`src/rtl/sram_host_ctrl.sv`:
```
// Host command sequencer for sram_top: serialises write words MSB first, then load/w_en; reads wait on data_valid.
// Latency: write COLS+2 cycles accept-to-idle; read 1..TIMEOUT cycles in READ, then RESP until taken.
// Backpressure: req_ready only in IDLE; RESP holds rsp_rdata/rsp_err stable until rsp_ready.
module sram_host_ctrl #(
    parameter int ROWS    = 8,
    parameter int COLS    = 8,
    parameter int ADDR_W  = $clog2(ROWS),
    parameter int TIMEOUT = 16
) (
    input  logic              clk,
    input  logic              rst,
    input  logic              req_valid,
    output logic              req_ready,
    input  logic              req_wr,
    input  logic [ADDR_W-1:0] req_addr,
    input  logic [COLS-1:0]   req_wdata,
    output logic              rsp_valid,
    input  logic              rsp_ready,
    output logic [COLS-1:0]   rsp_rdata,
    output logic              rsp_err,
    output logic              serial_in,
    output logic              shift,
    output logic              load,
    output logic              w_en,
    output logic              r_en,
    output logic [ADDR_W-1:0] addr,
    input  logic              data_valid,
    input  logic [COLS-1:0]   data_out,
    output logic              busy
);

    localparam int BCNT_W = $clog2(COLS) + 1;
    localparam int TCNT_W = $clog2(TIMEOUT) + 1;
    localparam logic [BCNT_W-1:0] BCNT_LAST = BCNT_W'(COLS);
    localparam logic [TCNT_W-1:0] TCNT_LAST = TCNT_W'(TIMEOUT - 1);

    typedef enum logic [2:0] {
        IDLE, SHIFT, LOAD, WRITE, READ, RESP
    } state_t;

    state_t              state_q, state_d;
    logic [COLS-1:0]     data_q, data_d;
    logic [ADDR_W-1:0]   addr_lat_q, addr_lat_d;
    logic [BCNT_W-1:0]   bit_cnt_q, bit_cnt_d;
    logic [TCNT_W-1:0]   tmo_cnt_q, tmo_cnt_d;
    logic                req_ready_q, req_ready_d;
    logic                busy_q, busy_d;
    logic                shift_q, shift_d;
    logic                load_q, load_d;
    logic                w_en_q, w_en_d;
    logic                r_en_q, r_en_d;
    logic                serial_in_q, serial_in_d;
    logic [ADDR_W-1:0]   addr_q, addr_d;
    logic                rsp_valid_q, rsp_valid_d;
    logic [COLS-1:0]     rsp_rdata_q, rsp_rdata_d;
    logic                rsp_err_q, rsp_err_d;

    always_comb begin
        state_d     = state_q;
        data_d      = data_q;
        addr_lat_d  = addr_lat_q;
        bit_cnt_d   = bit_cnt_q;
        tmo_cnt_d   = tmo_cnt_q;
        serial_in_d = 1'b0;
        rsp_rdata_d = rsp_rdata_q;
        rsp_err_d   = rsp_err_q;

        case (state_q)
            IDLE: begin
                if (req_valid && req_ready_q) begin
                    addr_lat_d = req_addr;
                    if (req_wr) begin
                        // First bit goes out on the same edge the word is latched.
                        state_d     = SHIFT;
                        data_d      = req_wdata;
                        serial_in_d = req_wdata[COLS-1];
                        bit_cnt_d   = BCNT_W'(1);
                    end else begin
                        state_d   = READ;
                        tmo_cnt_d = '0;
                    end
                end
            end
            SHIFT: begin
                if (bit_cnt_q == BCNT_LAST) begin
                    state_d = LOAD;
                end else begin
                    data_d      = {data_q[COLS-2:0], 1'b0};
                    serial_in_d = data_q[COLS-2];
                    bit_cnt_d   = bit_cnt_q + BCNT_W'(1);
                end
            end
            LOAD:  state_d = WRITE;
            WRITE: begin
                state_d = IDLE;
                data_d  = '0;
            end
            READ: begin
                // data_valid is checked first so it wins on the final timeout cycle.
                if (data_valid) begin
                    state_d     = RESP;
                    rsp_rdata_d = data_out;
                    rsp_err_d   = 1'b0;
                end else if (tmo_cnt_q == TCNT_LAST) begin
                    state_d     = RESP;
                    rsp_rdata_d = '0;
                    rsp_err_d   = 1'b1;
                end else begin
                    tmo_cnt_d = tmo_cnt_q + TCNT_W'(1);
                end
            end
            RESP: begin
                if (rsp_ready) begin
                    state_d     = IDLE;
                    rsp_rdata_d = '0;
                    rsp_err_d   = 1'b0;
                end
            end
            default: state_d = IDLE;
        endcase

        // Outputs are registered copies of the next-state decode.
        req_ready_d = (state_d == IDLE);
        busy_d      = (state_d != IDLE);
        shift_d     = (state_d == SHIFT);
        load_d      = (state_d == LOAD);
        w_en_d      = (state_d == WRITE);
        r_en_d      = (state_d == READ);
        rsp_valid_d = (state_d == RESP);
        addr_d      = (state_d == IDLE) ? '0 : addr_lat_d;
    end

    always_ff @(posedge clk) begin
        if (rst) begin
            state_q     <= IDLE;
            data_q      <= '0;
            addr_lat_q  <= '0;
            bit_cnt_q   <= '0;
            tmo_cnt_q   <= '0;
            req_ready_q <= 1'b1;
            busy_q      <= 1'b0;
            shift_q     <= 1'b0;
            load_q      <= 1'b0;
            w_en_q      <= 1'b0;
            r_en_q      <= 1'b0;
            serial_in_q <= 1'b0;
            addr_q      <= '0;
            rsp_valid_q <= 1'b0;
            rsp_rdata_q <= '0;
            rsp_err_q   <= 1'b0;
        end else begin
            state_q     <= state_d;
            data_q      <= data_d;
            addr_lat_q  <= addr_lat_d;
            bit_cnt_q   <= bit_cnt_d;
            tmo_cnt_q   <= tmo_cnt_d;
            req_ready_q <= req_ready_d;
            busy_q      <= busy_d;
            shift_q     <= shift_d;
            load_q      <= load_d;
            w_en_q      <= w_en_d;
            r_en_q      <= r_en_d;
            serial_in_q <= serial_in_d;
            addr_q      <= addr_d;
            rsp_valid_q <= rsp_valid_d;
            rsp_rdata_q <= rsp_rdata_d;
            rsp_err_q   <= rsp_err_d;
        end
    end

    assign req_ready = req_ready_q;
    assign busy      = busy_q;
    assign shift     = shift_q;
    assign load      = load_q;
    assign w_en      = w_en_q;
    assign r_en      = r_en_q;
    assign serial_in = serial_in_q;
    assign addr      = addr_q;
    assign rsp_valid = rsp_valid_q;
    assign rsp_rdata = rsp_rdata_q;
    assign rsp_err   = rsp_err_q;

endmodule

```
`config.mk`:
```
export PLATFORM = sky130hd
export DESIGN_NAME = sram_host_ctrl
export DESIGN_NICKNAME = d
export VERILOG_FILES = /design/src/rtl/sram_host_ctrl.sv
export SDC_FILE = /design/constraint.sdc
export NUM_CORES = 1
export LEC_CHECK = 0
export CAP_MARGIN = 10
export CORE_MARGIN = 4
export CORE_UTILIZATION = 44
export DETAILED_ROUTE_END_ITERATION = 10
export PLACE_DENSITY = 0.81
export SLEW_MARGIN = 40
export SYNTH_ARGS = -nofsm -noshare
export SYNTH_HDL_FRONTEND = slang
export SYNTH_SLANG_ARGS = --single-unit
```
`constraint.sdc`:
```
create_clock -name clk -period 1.7 [get_ports clk]
set_input_delay 0.34 -clock clk [delete_from_list [all_inputs] [get_ports clk]]
set_output_delay 0.34 -clock clk [all_outputs]
set_load 0.1 [all_outputs]
```
==> impl_metrics.tcl <==
set metrics [dict create \
    cellPowerDensity_mw_per_mm2 820 \
    finalCriticalPeriod_ps 1830 \
    drv_cap 0 \
    violations "negative setup slack" \
    worstHoldPathType "flop to flop" \
    dp_hpwl_um 3360 \
    finClkSkew_ps 6.62 \
    placed_cells 306 \
    timing.final.crit_share_pct 108 \
    antenna_found_initial 0 \
    drt_wl_total_um 4870 \
    syn2layout_area_growth_pct 64.2 \
    io_buffers 44 \
    synthArstFlopShare_pct 0 \
    drc 0 \
    first_pass_iters 4 \
    critical_path.max_fanout 5 \
    nets 303 \
    yosysTopAreaCell "dfxtp_1" \
    crit_chain "ha_4, and3_4, ha_4, buf_4, nor3_1, or3_4, a22oi_2, nor2_1" \
    synth_area_leaders "dfxtp_1 (46%), nor2_1 (6.8%), a22oi_1 (3.7%)" \
    ys_seq_area_share_pct 46.3 \
    io-pin-count 45 \
    status "finished, violations left" \
    grt_pass1_vias 1757 \
    clk_pin_slew_ps 80 \
    final_cell_area_mm2 0.00298 \
    grtUsageTotal_pct 18.1 \
    slew_viol_final 0 \
    cp_slowest_stage_delay_ps 340 \
    die_h_um 72.2 \
    fin_util_pct 74.5 \
    via_per_inst 5.44 \
    ant_nets 0 \
    final_cells 324 \
    wl_per_cell_um 15.0 \
    timing.final.ws_setup_ps -129 \
    synth-edff-count 0 \
    grt_pass1_wl_um 7490 \
    num_antenna_cells 0 \
    crit_top_cell "ha_4" \
    gp_congestion 0.843 \
    fmax_mhz 547 \
    crit_family "simple AND/OR/NAND/NOR gates" \
    worst-setup-path-type "flop to flop" \
    gr-total-overflow 0 \
    cts_root_buffer "clkbuf_8" \
    cts_buffers 5 \
    via_count 1761 \
    coreArea_mm2 0.00400 \
    end_kind "flop" \
    cts_buffer_depth 2 \
    clkLatencyLatePin_ps 290 \
    drt_iter0_markers 95 \
    p_leak_nw 1.18 \
    slowest_stage "dfxtp_2" \
    row_count 23 \
    synth_fp_nets 225 \
    yosysMostFrequentCell "dfxtp_1" \
    cts_tree "yes" \
    cp.arrival_ps 2050 \
    cp_data_required_time_ps 1920 \
    synthCells 196 \
    dieArea_mm2 0.00521 \
    hold_violations 0 \
    synth_cell_type_count 50 \
    yosysWarnings 0 \
    worstMarginPinSlew_ps 422 \
    ys_ff_latch 42 \
    grt_max_degree 14 \
    ir_drop_v 0.000961 \
    slew_headroom_pct 71.8 \
    syn_area_per_cell_um2 9.26 \
    setup_violations 16 \
    synth_commonest_cells "dfxtp_1 (42), nor2_1 (33), a21oi_1 (10)" \
    placed_cell_area_mm2 0.00272 \
    critPathLaunchType "flop" \
    syn_area_mm2 0.00181 \
    critical_path_buf_inv_count 1 \
    synth_top_area_share_pct 46.3 \
    htreeDepth 2 \
    die-width_um 72.2 \
    drive_above_1_share_pct 36.1 \
    rsz0062_at_grt "true" \
    synth_flop_cell "dfxtp_1" \
    cts_num_sinks 42 \
    initial_utilization_pct 45.4 \
]
[final cells by class]
type                       instances  area [um2]
multi-input combinational        134        1020
timing repair buffer              83         937
fill                             248        1020
clock buffer                       7        76.3
inverter                           8        30.0
sequential                        42         850
tap                               50        62.6
[kinds of logic (layout without fill, tap and decap cells)]
group / count (synthesis) / in the layout / synth area share [%]
adder cells (fa/ha/maj): 4 / 4 / 2.76
AO/OA/AOI/OAI: 48 / 48 / 19.4
flip-flops: 42 / 42 / 46.3
XOR/XNOR: 3 / 3 / 1.45
buffers and inverters: 21 / 98 / 4.83
multiplexers: 4 / 4 / 2.21
AND/OR/NAND/NOR: 74 / 75 / 23.0
[final timing paths]
kind                            slack [ps]    startpoint           end  cells past startpoint
worst max-delay path                  -130  tmo_cnt_q[0]  rsp_rdata[5]                      8
worst min-delay path                   490     data_q[0]     data_q[0]                      2
worst max register to register        -130  tmo_cnt_q[0]  rsp_rdata[5]                      8
worst min register to register         490     data_q[0]     data_q[0]                      2
[layer usage]
layer | track usage [%] | up-vias | routed length (um)
met5 | 0 | - | 0
met1 | 21.1 | 855 | 2080
met4 | 8.14 | 0 | 79
met2 | 31.3 | 42 | 2470
li1 | - | 856 | -
met3 | 4.29 | 8 | 238
[state kept, by name (all words and copies together) (netlist names)]
signal,cells
bit_cnt_q,4
shift,1
rsp_valid,1
w_en,1
serial_in,1
req_ready,1
data_q,7
addr,3
busy,1
r_en,1
rsp_err,1
addr_lat_q,3
load,1
state_q,3
tmo_cnt_q,5
rsp_rdata,8
[power breakdown]
group          switching, W  internal [W]
logic              0.000396      0.000333
clock network      0.000322      0.000283
registers         0.0000595       0.00105
[cell usage in the layout (no fill, tap or decap), types with 4 or more instances in the layout]
cell type / instances
buf_4: 38
dfxtp_1: 37
nor2_1: 33
clkdlybuf4s50_1: 24
buf_12: 20
inv_1: 8
a21oi_1: 8
nor3b_1: 7
nor3_1: 6
a22oi_2: 6
nand3b_1: 5
a211oi_1: 5
clkbuf_8: 5
mux2i_1: 4
dfxtp_2: 4
[stage by stage]
stage          hold slack, ps  setup TNS, ps  total power, W  setup slack, ps
3_5_place_dp              471          -5180         0.00181             -209
3_3_place_gp              454          -4240         0.00179             -158
4_1_cts                   483           -397         0.00243             -104
6_report                  485           -996         0.00244             -129
2_1_floorplan             442              0         0.00153             1.45
5_1_grt                   526          -2630         0.00255             -190
[worst min-delay path: stages (launching register included)]
cell and delay [ps]:
dfxtp_1 310, nand2b_1 60, o21ai_0 70
[what timing repair did]
action	CTS	global route
cloned	0	1
hold buffers	0	0
resized for setup	8	13
pin swaps	11	15
setup buffers	8	2
setup endpoints to repair	17	27
No activity file was read; power rests on OpenSTA's default activity.
